<file path="src/rtl/instr_fetch.sv">
// Instruction fetch: loads the program through read_file, then reads it word by word and hands each one to decode.
// Optional: define HALT_OPCODE_EN so that an accepted word with opcode 4'hF ends the fetch.
module instr_fetch #(
  parameter int ADDR_W    = 9,
  parameter int DATA_W    = 16,
  parameter int MEM_DEPTH = 400
) (
  input  logic              clk,
  input  logic              rst,
  input  logic              start,
  output logic              read_file,
  input  logic              fin_file,
  output logic              read_memory,
  output logic [ADDR_W-1:0] pos,
  input  logic [DATA_W-1:0] return_instr_line,
  output logic [DATA_W-1:0] instr_out,
  output logic [ADDR_W-1:0] pc_out,
  output logic              instr_valid,
  input  logic              instr_ready,
  input  logic              branch_valid,
  input  logic [ADDR_W-1:0] branch_target,
  output logic [ADDR_W:0]   prog_len,
  output logic              busy,
  output logic              done,
  output logic              load_err,
  output logic [2:0]        state_dbg
);

  typedef enum logic [2:0] {
    S_IDLE, S_LOAD, S_REQ, S_WAIT, S_CAPT, S_HOLD, S_DONE
  } state_t;

  localparam logic [ADDR_W:0] LAST_LEN = (ADDR_W+1)'(MEM_DEPTH - 1);

  state_t          state;
  logic [ADDR_W:0] pc;
`ifdef HALT_OPCODE_EN
  logic            halt_q;
`endif

  assign state_dbg = state;

  // Handshake: a word transfers on a rising edge where instr_valid && instr_ready;
  // instr_out/pc_out are held unchanged while instr_valid is high and not yet accepted.
  always_ff @(posedge clk or negedge rst) begin
    if (!rst) begin
      state       <= S_IDLE;
      pc          <= '0;
      prog_len    <= '0;
      read_file   <= 1'b0;
      read_memory <= 1'b0;
      pos         <= '0;
      instr_out   <= '0;
      pc_out      <= '0;
      instr_valid <= 1'b0;
      busy        <= 1'b0;
      done        <= 1'b0;
      load_err    <= 1'b0;
`ifdef HALT_OPCODE_EN
      halt_q      <= 1'b0;
`endif
    end else if (branch_valid && (state inside {S_REQ, S_WAIT, S_CAPT, S_HOLD})) begin
      // A redirect drops whatever read is in flight and wins over a same-cycle accept.
      pc          <= {1'b0, branch_target};
      instr_valid <= 1'b0;
      read_memory <= 1'b0;
      state       <= S_REQ;
    end else begin
      case (state)
        S_IDLE: begin
          if (start) begin
            state     <= S_LOAD;
            read_file <= 1'b1;
            prog_len  <= '0;
            busy      <= 1'b1;
          end
        end
        S_LOAD: begin
          if (fin_file) begin
            read_file <= 1'b0;
            pc        <= '0;
            state     <= S_REQ;
          end else begin
            prog_len <= prog_len + 1'b1;
            if (prog_len == LAST_LEN) begin
              read_file <= 1'b0;
              load_err  <= 1'b1;
              pc        <= '0;
              state     <= S_REQ;
            end
          end
        end
        S_REQ: begin
          if (pc >= prog_len) begin
            state <= S_DONE;
            busy  <= 1'b0;
            done  <= 1'b1;
          end else begin
            pos         <= pc[ADDR_W-1:0];
            read_memory <= 1'b1;
            state       <= S_WAIT;
          end
        end
        S_WAIT: begin
          read_memory <= 1'b0;
          state       <= S_CAPT;
        end
        S_CAPT: begin
          instr_out   <= return_instr_line;
          pc_out      <= pc[ADDR_W-1:0];
          instr_valid <= 1'b1;
`ifdef HALT_OPCODE_EN
          halt_q      <= (return_instr_line[DATA_W-1 -: 4] == 4'hF);
`endif
          state       <= S_HOLD;
        end
        S_HOLD: begin
          if (instr_ready) begin
            instr_valid <= 1'b0;
            pc          <= pc + 1'b1;
`ifdef HALT_OPCODE_EN
            if (halt_q) begin
              state <= S_DONE;
              busy  <= 1'b0;
              done  <= 1'b1;
            end else begin
              state <= S_REQ;
            end
`else
            state <= S_REQ;
`endif
          end
        end
        S_DONE: begin
          state <= S_DONE;
        end
        default: begin
          state <= S_IDLE;
          busy  <= 1'b0;
          done  <= 1'b0;
        end
      endcase
    end
  end

endmodule

</file>
<file path="config.mk">
export PLATFORM = sky130hd
export DESIGN_NAME = instr_fetch
export DESIGN_NICKNAME = d
export VERILOG_FILES = /design/src/rtl/instr_fetch.sv
export SDC_FILE = /design/constraint.sdc
export NUM_CORES = 1
export LEC_CHECK = 0
export CAP_MARGIN = 20
export CORE_MARGIN = 1
export CORE_UTILIZATION = 48
export DETAILED_ROUTE_END_ITERATION = 10
export PLACE_DENSITY_LB_ADDON = 0.25
export SLEW_MARGIN = 20
export SYNTH_ARGS = -nofsm -noshare
export SYNTH_HDL_FRONTEND = slang
export SYNTH_SLANG_ARGS = --single-unit
</file>
<file path="constraint.sdc">
create_clock -name clk -period 2.7 [get_ports clk]
set_input_delay 0.54 -clock clk [delete_from_list [all_inputs] [get_ports clk]]
set_output_delay 0.54 -clock clk [all_outputs]
set_load 0.005 [all_outputs]
</file>
After elaboration in Yosys (flattened, before gate mapping)
Cells that the tools add are included.
{"block": "word_totals", "register_bits": 63, "inputBits": 31, "output_inout_bits": 53, "word_cells": 84}
{"block": "op_classes", "add_sub_neg": 2, "magnitude_cmp": 1, "eq_ne": 15, "mux": 29, "bitwise_logic": 5, "reduce_logical": 20}
{"cell": "10-bit 2-to-1 mux", "n": 6}
{"cell": "10-bit one-hot mux with 2 select lines", "n": 2}
{"cell": "3-bit one-hot mux with 7 select lines", "n": 1}
{"cell": "10-bit by 1-bit adder with 10-bit output, second input constant", "n": 2}
{"cell": "3-bit 2-to-1 mux", "n": 6}
{"cell": "4-bit AND reduction", "n": 4}
{"cell": "3-bit AND reduction", "n": 4}
{"cell": "10-bit by 9-bit equality test with 1-bit output, second input constant", "n": 1}
{"cell": "10-bit greater-or-equal comparator", "n": 1}
{"cell": "3-bit equality test, second input constant", "n": 3}
{"cell": "1-bit 2-to-1 mux", "n": 9}
{"cell": "3-bit != test, second input constant", "n": 3}
{"cell": "3-bit nonzero test", "n": 3}
{"cell": "1-bit one-hot mux with 2 select lines", "n": 4}
{"cell": "3-bit by 2-bit equality test with 1-bit output, second input constant", "n": 2}
{"cell": "2-bit AND reduction", "n": 3}
{"cell": "6-bit OR reduction", "n": 1}
{"cell": "1-bit NOT", "n": 5}
{"cell": "5-bit OR reduction", "n": 1}
{"cell": "2-bit != test, second input constant", "n": 2}
{"cell": "4-bit != test, second input constant", "n": 1}
{"cell": "4-bit nonzero test", "n": 1}
{"cell": "3-bit by 1-bit equality test with 1-bit output, second input constant", "n": 1}
{"cell": "3-bit logical NOT", "n": 1}
{"cell": "5 further kinds", "n": 5}

Longest topological paths before layout
Gate-level depths: netlist of the first run.
{"block": "logic_depth", "ltp_word": 5, "mapped_depth": 8, "mapped_depth_nobuf": 7}

Least setup slack after synthesis of the first run
No wires, ideal clock.
{"block": "synth_timing", "kind": "input to register", "from": "input port branch_valid", "to": "register instr_out[11]", "setup_time_ns": 0.125, "t_arrival_ns": 2.190, "t_required_ns": 2.575, "path_slack_ns": 0.385, "cell_stages": 5, "path_buffers": 2, "cell_sequence": "clkbuf_1 nand2b_1 nor3_1 clkbuf_1 mux2_2"}
{"block": "synth_via", "elab_chain_len": 3}
{"item": "start: declaration", "line_no": "20", "source": "input logic branch_valid,"}
{"item": "1-bit logical AND", "line_no": "62", "source": "end else if (branch_valid && (state inside {S_REQ, S_WAIT, S_CAPT, S_HOLD})) begin"}
{"item": "1-bit NOT (no line)"}
{"item": "2-bit AND reduction (no line)"}
{"item": "end signal: assignment", "line_no": "109", "source": "instr_out <= return_instr_line;"}
{"item": "end: declaration", "line_no": "16", "source": "output logic [DATA_W-1:0] instr_out,"}
No other way between the ends.
A chain may end at the register's enable or synchronous reset.

Final worst setup path of the first run
{"block": "layout_timing", "from": "register prog_len[4]", "to": "register pc[9]"}
{"block": "layout_via", "elab_chain_len": 3}
{"item": "start: declaration", "line_no": "22", "source": "output logic [ADDR_W:0] prog_len,"}
{"item": "start signal: assignment", "line_no": "84", "source": "prog_len <= prog_len + 1'b1;"}
{"item": "10-bit by 9-bit equality test with 1-bit output", "line_no": "85", "source": "if (prog_len == LAST_LEN) begin"}
{"item": "4-bit != test (no line)"}
{"item": "3-bit AND reduction (no line)"}
{"item": "end signal: assignment", "line_no": "64", "source": "pc <= {1'b0, branch_target};"}
{"item": "end signal: assignment", "line_no": "120", "source": "pc <= pc + 1'b1;"}
{"item": "end: declaration", "line_no": "36", "source": "logic [ADDR_W:0] pc;"}
No other way between the ends.

==> run metrics, run 1 <==
status=finished, final reports clean; H-tree levels=3; pin count of the biggest net entering global routing=64; CP Max Fanout=6; Post-synth EDFFs=0; Post-Syn Area=3060 µm²; Core Util, Final=71.1%; crit path kind=flop to flop; combinational power share=42.8%; Final Worst Setup Slack=0.356 ns; Filler cells=454; static leakage power=1.91 nW; peak supply drop=0.625 mV; antenna viol nets, final=0; Pint=3.05 mW; sequential area share after synthesis=51.5%; unrepaired setup endpoints after global routing=false; DRT iter0 DRCs=185; Seq cells post-synth=63; Fmax=0.427 GHz; DP Wirelength=5510 µm; initial antenna violation count=0; Layout area overhead=40.0%; I/O Buffers=83; Initial Utilization=50.8%; CP arrival=2.61 ns; Max stage delay on crit path=0.57 ns; grt total ovfl=0; number of hold buffers added after cts=0; Synth area leader=dfrtp_1; Die Wd=81.9 µm; Max-Cap Viols=0; CP Capture Type=flop; clock buffer depth=2; final wirelength=7770 µm; NetSw=1.59 mW; ys flop type=dfrtp_1; pwr dens=1080 nW/µm²; Synth cell types=39; total iterations of the first detailed-routing run=4; worst skew pair latency=0.34 ns; final setup violation count=0; Via density=5.70; first-pass GRT wire length=12600 µm; Area contributors post-synth=dfrtp_1 (51%), mux2_2 (13%), ha_1 (4.9%); pins over their slew limit=0; slew margin rel.=46.8%; syn_area_per_cell=10.8 µm²; TritonCTS Sinks=63; worst slew pin tran=0.791 ns; via count=2604; share of the synthesized area in the top cell type=51.5%; post_cts resized=0; syn nets=326; vias in the first global route=2638; critical path cell sequence=or4_1 > o31a_1 > a221o_1 > or4_1 > o21ai_0; CTS root buffer=clkbuf_8; async set-reset flop share out of synthesis=100%; Place WS=0.172 ns; Setup TNS=0 ns; yosys warns=0; RD Place Congestion=0.908; most used cell, CP=or4_1; Worst EP required=2.96 ns; hold slack=0.352 ns; final layout net count=420; die extent in y=81.9 µm; Setup Buffers After CTS=0; final hold violation count=0; layout cells sized above 1=17.5%; min Tclk post-route=2.34 ns; I/O pins=84; CORE AREA=6030 µm²; CP max-delay cell=or4_1; Mapped Cells=283; CTS Buf Count=9; Tot GR Track Use=25.3%; n_diodes=0; TritonCTS clock tree=built; Reg clk slew, reported paths=0.07 ns; Clock Power Share=21.5%; worst min-delay path class=input pin to asynchronous set/reset pin; DRC Markers=0; Period Utilization, post-route=86.8%; Sw Ratio=34.3%; sequential share of power=35.6%; Std-Cell Rows=28; CP Launch Type=flop; die footprint=6700 µm²; WL per Instance=17.0 µm; clk_skew=0.00884 ns
cell families (layout without fill, tap and decap cells):
| logic type | Yosys count | in the layout | share of synthesized area, % |
|---|---|---|---|
| AOI/OAI and AO/OA | 63 | 63 | 12.8 |
| DFF | 63 | 63 | 51.5 |
| and+or+nand+nor | 76 | 76 | 12.4 |
| adders and majority gates | 12 | 12 | 4.90 |
| muxes | 35 | 35 | 12.9 |
| xor gates and xnor gates | 8 | 8 | 2.29 |
| buffers and inverters | 26 | 125 | 3.27 |
through the flow:
step                area, µm²  power [mW]  cells
floorplan                3060        2.59    283
global placement         4040        3.57    441
detailed placement       4040        3.64    441
CTS                      4290        4.67    457
global route             4290        4.94    457
finish                   4290        4.65    457
final cells by class:
class	count	area (µm²)	share of cell area (%)
clock buffers	9	124	2.89
clock inverters	7	121	2.83
inverters	14	52.6	1.23
multi-input cells	194	1390	32.4
flip-flops and latches	63	1580	36.8
well taps	75	93.8	2.19
repair buffers	95	928	21.7
worst max-delay path, delay by kind of cell, from the launching register on:
kind            cells  cell delay, ns
flops               1            0.44
compound gates      3            0.74
simple gates        2            1.08
power groups by stage:
stage                     registers [mW]  clock network [mW]  logic (mW)
after detailed placement            1.67                   0        1.98
after floorplan                     1.58                   0        1.01
final                               1.66                1.00        1.99
after global placement              1.64                   0        1.93
after CTS                           1.65                1.02        2.00
after global routing                1.71                1.06        2.17
cells in the mapped netlist, types with 2 or more instances:
| cell type | instances |
|---|---|
| and3_1 | 8 |
| o21ai_0 | 25 |
| nor2_1 | 15 |
| or3_1 | 2 |
| and2_1 | 2 |
| xnor2_1 | 7 |
| nand2b_1 | 4 |
| inv_1 | 14 |
| clkbuf_1 | 9 |
| dfrtp_1 | 63 |
| nor3_1 | 6 |
| a21o_1 | 5 |
| ha_1 | 12 |
| a31oi_1 | 4 |
| nand3_1 | 7 |
| buf_2 | 2 |
| a21oi_1 | 12 |
| mux2_2 | 35 |
| o22ai_1 | 2 |
| a32oi_1 | 2 |
| nand4_1 | 6 |
| o31a_1 | 4 |
| or4_1 | 2 |
| a211o_1 | 2 |
| nand2_1 | 19 |
per-layer routing:
| metal | part of all wire [%] | global-route usage (%) | up-vias |
|---|---|---|---|
| li1 | - | - | 1203 |
| met1 | 43 | 31.6 | 1281 |
| met4 | 3.0 | 13.5 | 0 |
| met3 | 5.6 | 5.78 | 25 |
| met5 | 0 | 0 | - |
| met2 | 49 | 40.6 | 95 |
sequential cells by signal, indices dropped and copies added, names as in the netlist, 3 cells and up:
signal	cells
instr_out	16
pc_out	9
pos	9
prog_len	10
pc	10
state_dbg	3
path summary, 6_finish.rpt:
check | start | end | slack, ns | cells after the start
max in group asynchronous | rst | pc_out[7] | 1.81 | 2
setup reg to reg | prog_len[4] | pc[9] | 0.36 | 5
setup / recovery | prog_len[4] | pc[9] | 0.36 | 5
min in group clk | load_err | load_err | 0.46 | 1
hold reg to reg | load_err | load_err | 0.46 | 1
hold / removal | rst | load_err | 0.35 | 2
cell usage in the layout, fill, tap and decap left out, types with 3 or more instances in the layout:
cell type / instances
ha_1: 12
a31oi_1: 4
nand3_1: 7
o31a_1: 4
o21ai_0: 25
bufinv_16: 3
clkdlybuf4s50_1: 82
nor3_1: 5
nand2b_1: 4
nand4_1: 6
inv_1: 14
clkinvlp_4: 3
a21o_1: 5
clkbuf_8: 9
dfrtp_1: 63
mux2_2: 35
and3_1: 8
nand2_1: 19
xnor2_1: 7
buf_4: 11
nor2_1: 15
a21oi_1: 12
Note: power is estimated with default switching activity, not from simulation.
==> inputs of run 2 (changes only) <==
HOLD_SLACK_MARGIN = 0.05   (was default)
REMOVE_ABC_BUFFERS = 1   (was default)
==> run metrics, run 2 (synthesis results as in run 1) <==
pwr dens=1050 nW/µm² (-3.5%); Tot GR Track Use=23.7% (-1.6 points); WL per Instance=16.2 µm (-4.9%); Initial Utilization=50.8% (unchanged); Period Utilization, post-route=86.9% (about the same); Fmax=0.426 GHz (about the same); unrepaired setup endpoints after global routing=false; RD Place Congestion=0.950 (+4.6%); R2R cell count=5 (unchanged); Via density=5.66 (-0.72%); design area=4240 µm² (-1.1%); Std-Cell Rows=28 (unchanged); Worst EP required=2.97 ns (about the same); CP Capture Type=flop; pins over their slew limit=0 (unchanged); I/O Buffers=83 (unchanged); CP arrival=2.62 ns (about the same); worst min-delay path class=input pin to asynchronous set/reset pin; Die Wd=81.9 µm (unchanged); antenna viol nets, final=0 (unchanged); placed cell area=4030 µm² (-0.25%); DRC Markers=0 (unchanged); min Tclk post-route=2.35 ns (+0.00212 ns); Top Registers=instr_out (16), pc (10), prog_len (10); DP Wirelength=5330 µm (-3.3%); worst skew pair latency=0.35 ns (about the same); initial antenna violation count=0 (unchanged); clk_skew=0.0108 ns (+0.00192 ns); final wirelength=7360 µm (-5.3%); peak supply drop=0.664 mV (+6.3%); Place WS=0.132 ns (-0.0401 ns); H-tree levels=3 (unchanged); Worst Setup SP=prog_len[9]; TritonCTS clock tree=built; die footprint=6700 µm² (unchanged); number of flip-flops in the largest register=16 (unchanged); die extent in y=81.9 µm (unchanged); Layout area overhead=38.4%; Pint=2.88 mW (-5.7%); vias in the first global route=2409 (-8.7%); CP Launch Type=flop; sequential share of power=37.4% (+1.8 points); pin count of the biggest net entering global routing=33 (-48%); post_cts resized=0 (unchanged); Final Worst Setup Slack=0.353 ns (-0.00212 ns); via count=2574 (-1.2%); total iterations of the first detailed-routing run=4 (unchanged); hold slack=0.246 ns (-0.105 ns); final hold violation count=0 (unchanged); CP Max Fanout=5 (-1); clock buffer depth=2 (unchanged); commonest cells after routing, fill and taps aside=clkdlybuf4s50_1 (82), dfrtp_1 (63), mux2_2 (35); Max-Cap Viols=0 (unchanged); TritonCTS Sinks=63 (unchanged); reg2reg end=pc[9]; n_diodes=0 (unchanged); total power=4.43 mW (-4.6%); slew margin rel.=51.1% (+4.3 points); status=finished, final reports clean; static leakage power=1.88 nW (-1.4%); layout cells sized above 1=17.4% (-0.17 points); CTS root buffer=clkbuf_8; Setup Buffers After CTS=0 (unchanged); DRT iter0 DRCs=172 (-7.0%); combinational power share=43.4% (+0.6 points); I/O pins=84 (unchanged); CORE AREA=6030 µm² (unchanged); most common cell after layout, fill and taps aside=clkdlybuf4s50_1; number of hold buffers added after cts=0 (unchanged); Core Util, Final=70.3% (-0.81 points); R2R Setup Slk=0.35 ns (about the same); Reg clk slew, reported paths=0.08 ns (about the same); Sw Ratio=35.0% (+0.71 points); Clock Power Share=19.3% (-2.2 points); crit path kind=flop to flop; Top reg by flops=instr_out; grt total ovfl=0 (unchanged); NetSw=1.55 mW (-2.7%); final layout net count=418 (-0.48%); Reg-to-Reg Start=prog_len[9]; CTS Buf Count=9 (unchanged); final setup violation count=0 (unchanged); worst slew pin tran=0.734 ns (-0.0566 ns); first-pass GRT wire length=11700 µm (-6.9%)
## run 2: critical path, cell delays in order, from the launching register on
cell	delay, ns
dfrtp_1	0.42
or4_1	0.60
o31a_1	0.31
a221o_1	0.35
or4_1	0.51
o21ai_0	0.08
## run 2: how the worst max path moves through the flow
stage	endpoint	slack [ns]	cells past startpoint
finish	pc[9]	0.35	5
global route	pc[7]	0.24	6
CTS	pc[9]	0.37	5
detailed placement	pos[0]	0.13	6
global placement	pos[7]	0.20	6
floorplan	instr_out[0]	-0.33	3
## run 2: through the flow
| step | setup TNS [ns] | instances |
|---|---|---|
| floorplan | -8.19 | 271 |
| global placement | 0 | 439 |
| detailed placement | 0 | 439 |
| CTS | 0 | 455 |
| global route | 0 | 455 |
| finish | 0 | 455 |
## run 2: area by class of cell
class / instances / area (µm²)
Timing Repair Buffer: 93 / 913
Clock buffer: 10 / 138
Tap cell: 75 / 93.8
Fill cell: 472 / 1790
Sequential cell: 63 / 1580
Multi-Input combinational cell: 194 / 1400
Inverter: 14 / 52.6
Clock inverter: 6 / 68.8
## run 2: power by group through the flow
stage | clock [mW] | combinational [mW] | sequential [mW]
after floorplan | 0 | 0.935 | 1.62
after global placement | 0 | 1.86 | 1.64
after detailed placement | 0 | 1.92 | 1.66
after CTS | 0.868 | 1.94 | 1.65
after global routing | 0.906 | 2.11 | 1.72
final | 0.853 | 1.92 | 1.66
## run 2: routing by layer
metal,routed length [µm],track usage [%],vias to the layer above
met5,0,0,-
met4,107,10.0,0
met3,440,5.22,12
met2,3570,36.4,78
met1,3240,32.3,1284
li1,-,-,1200
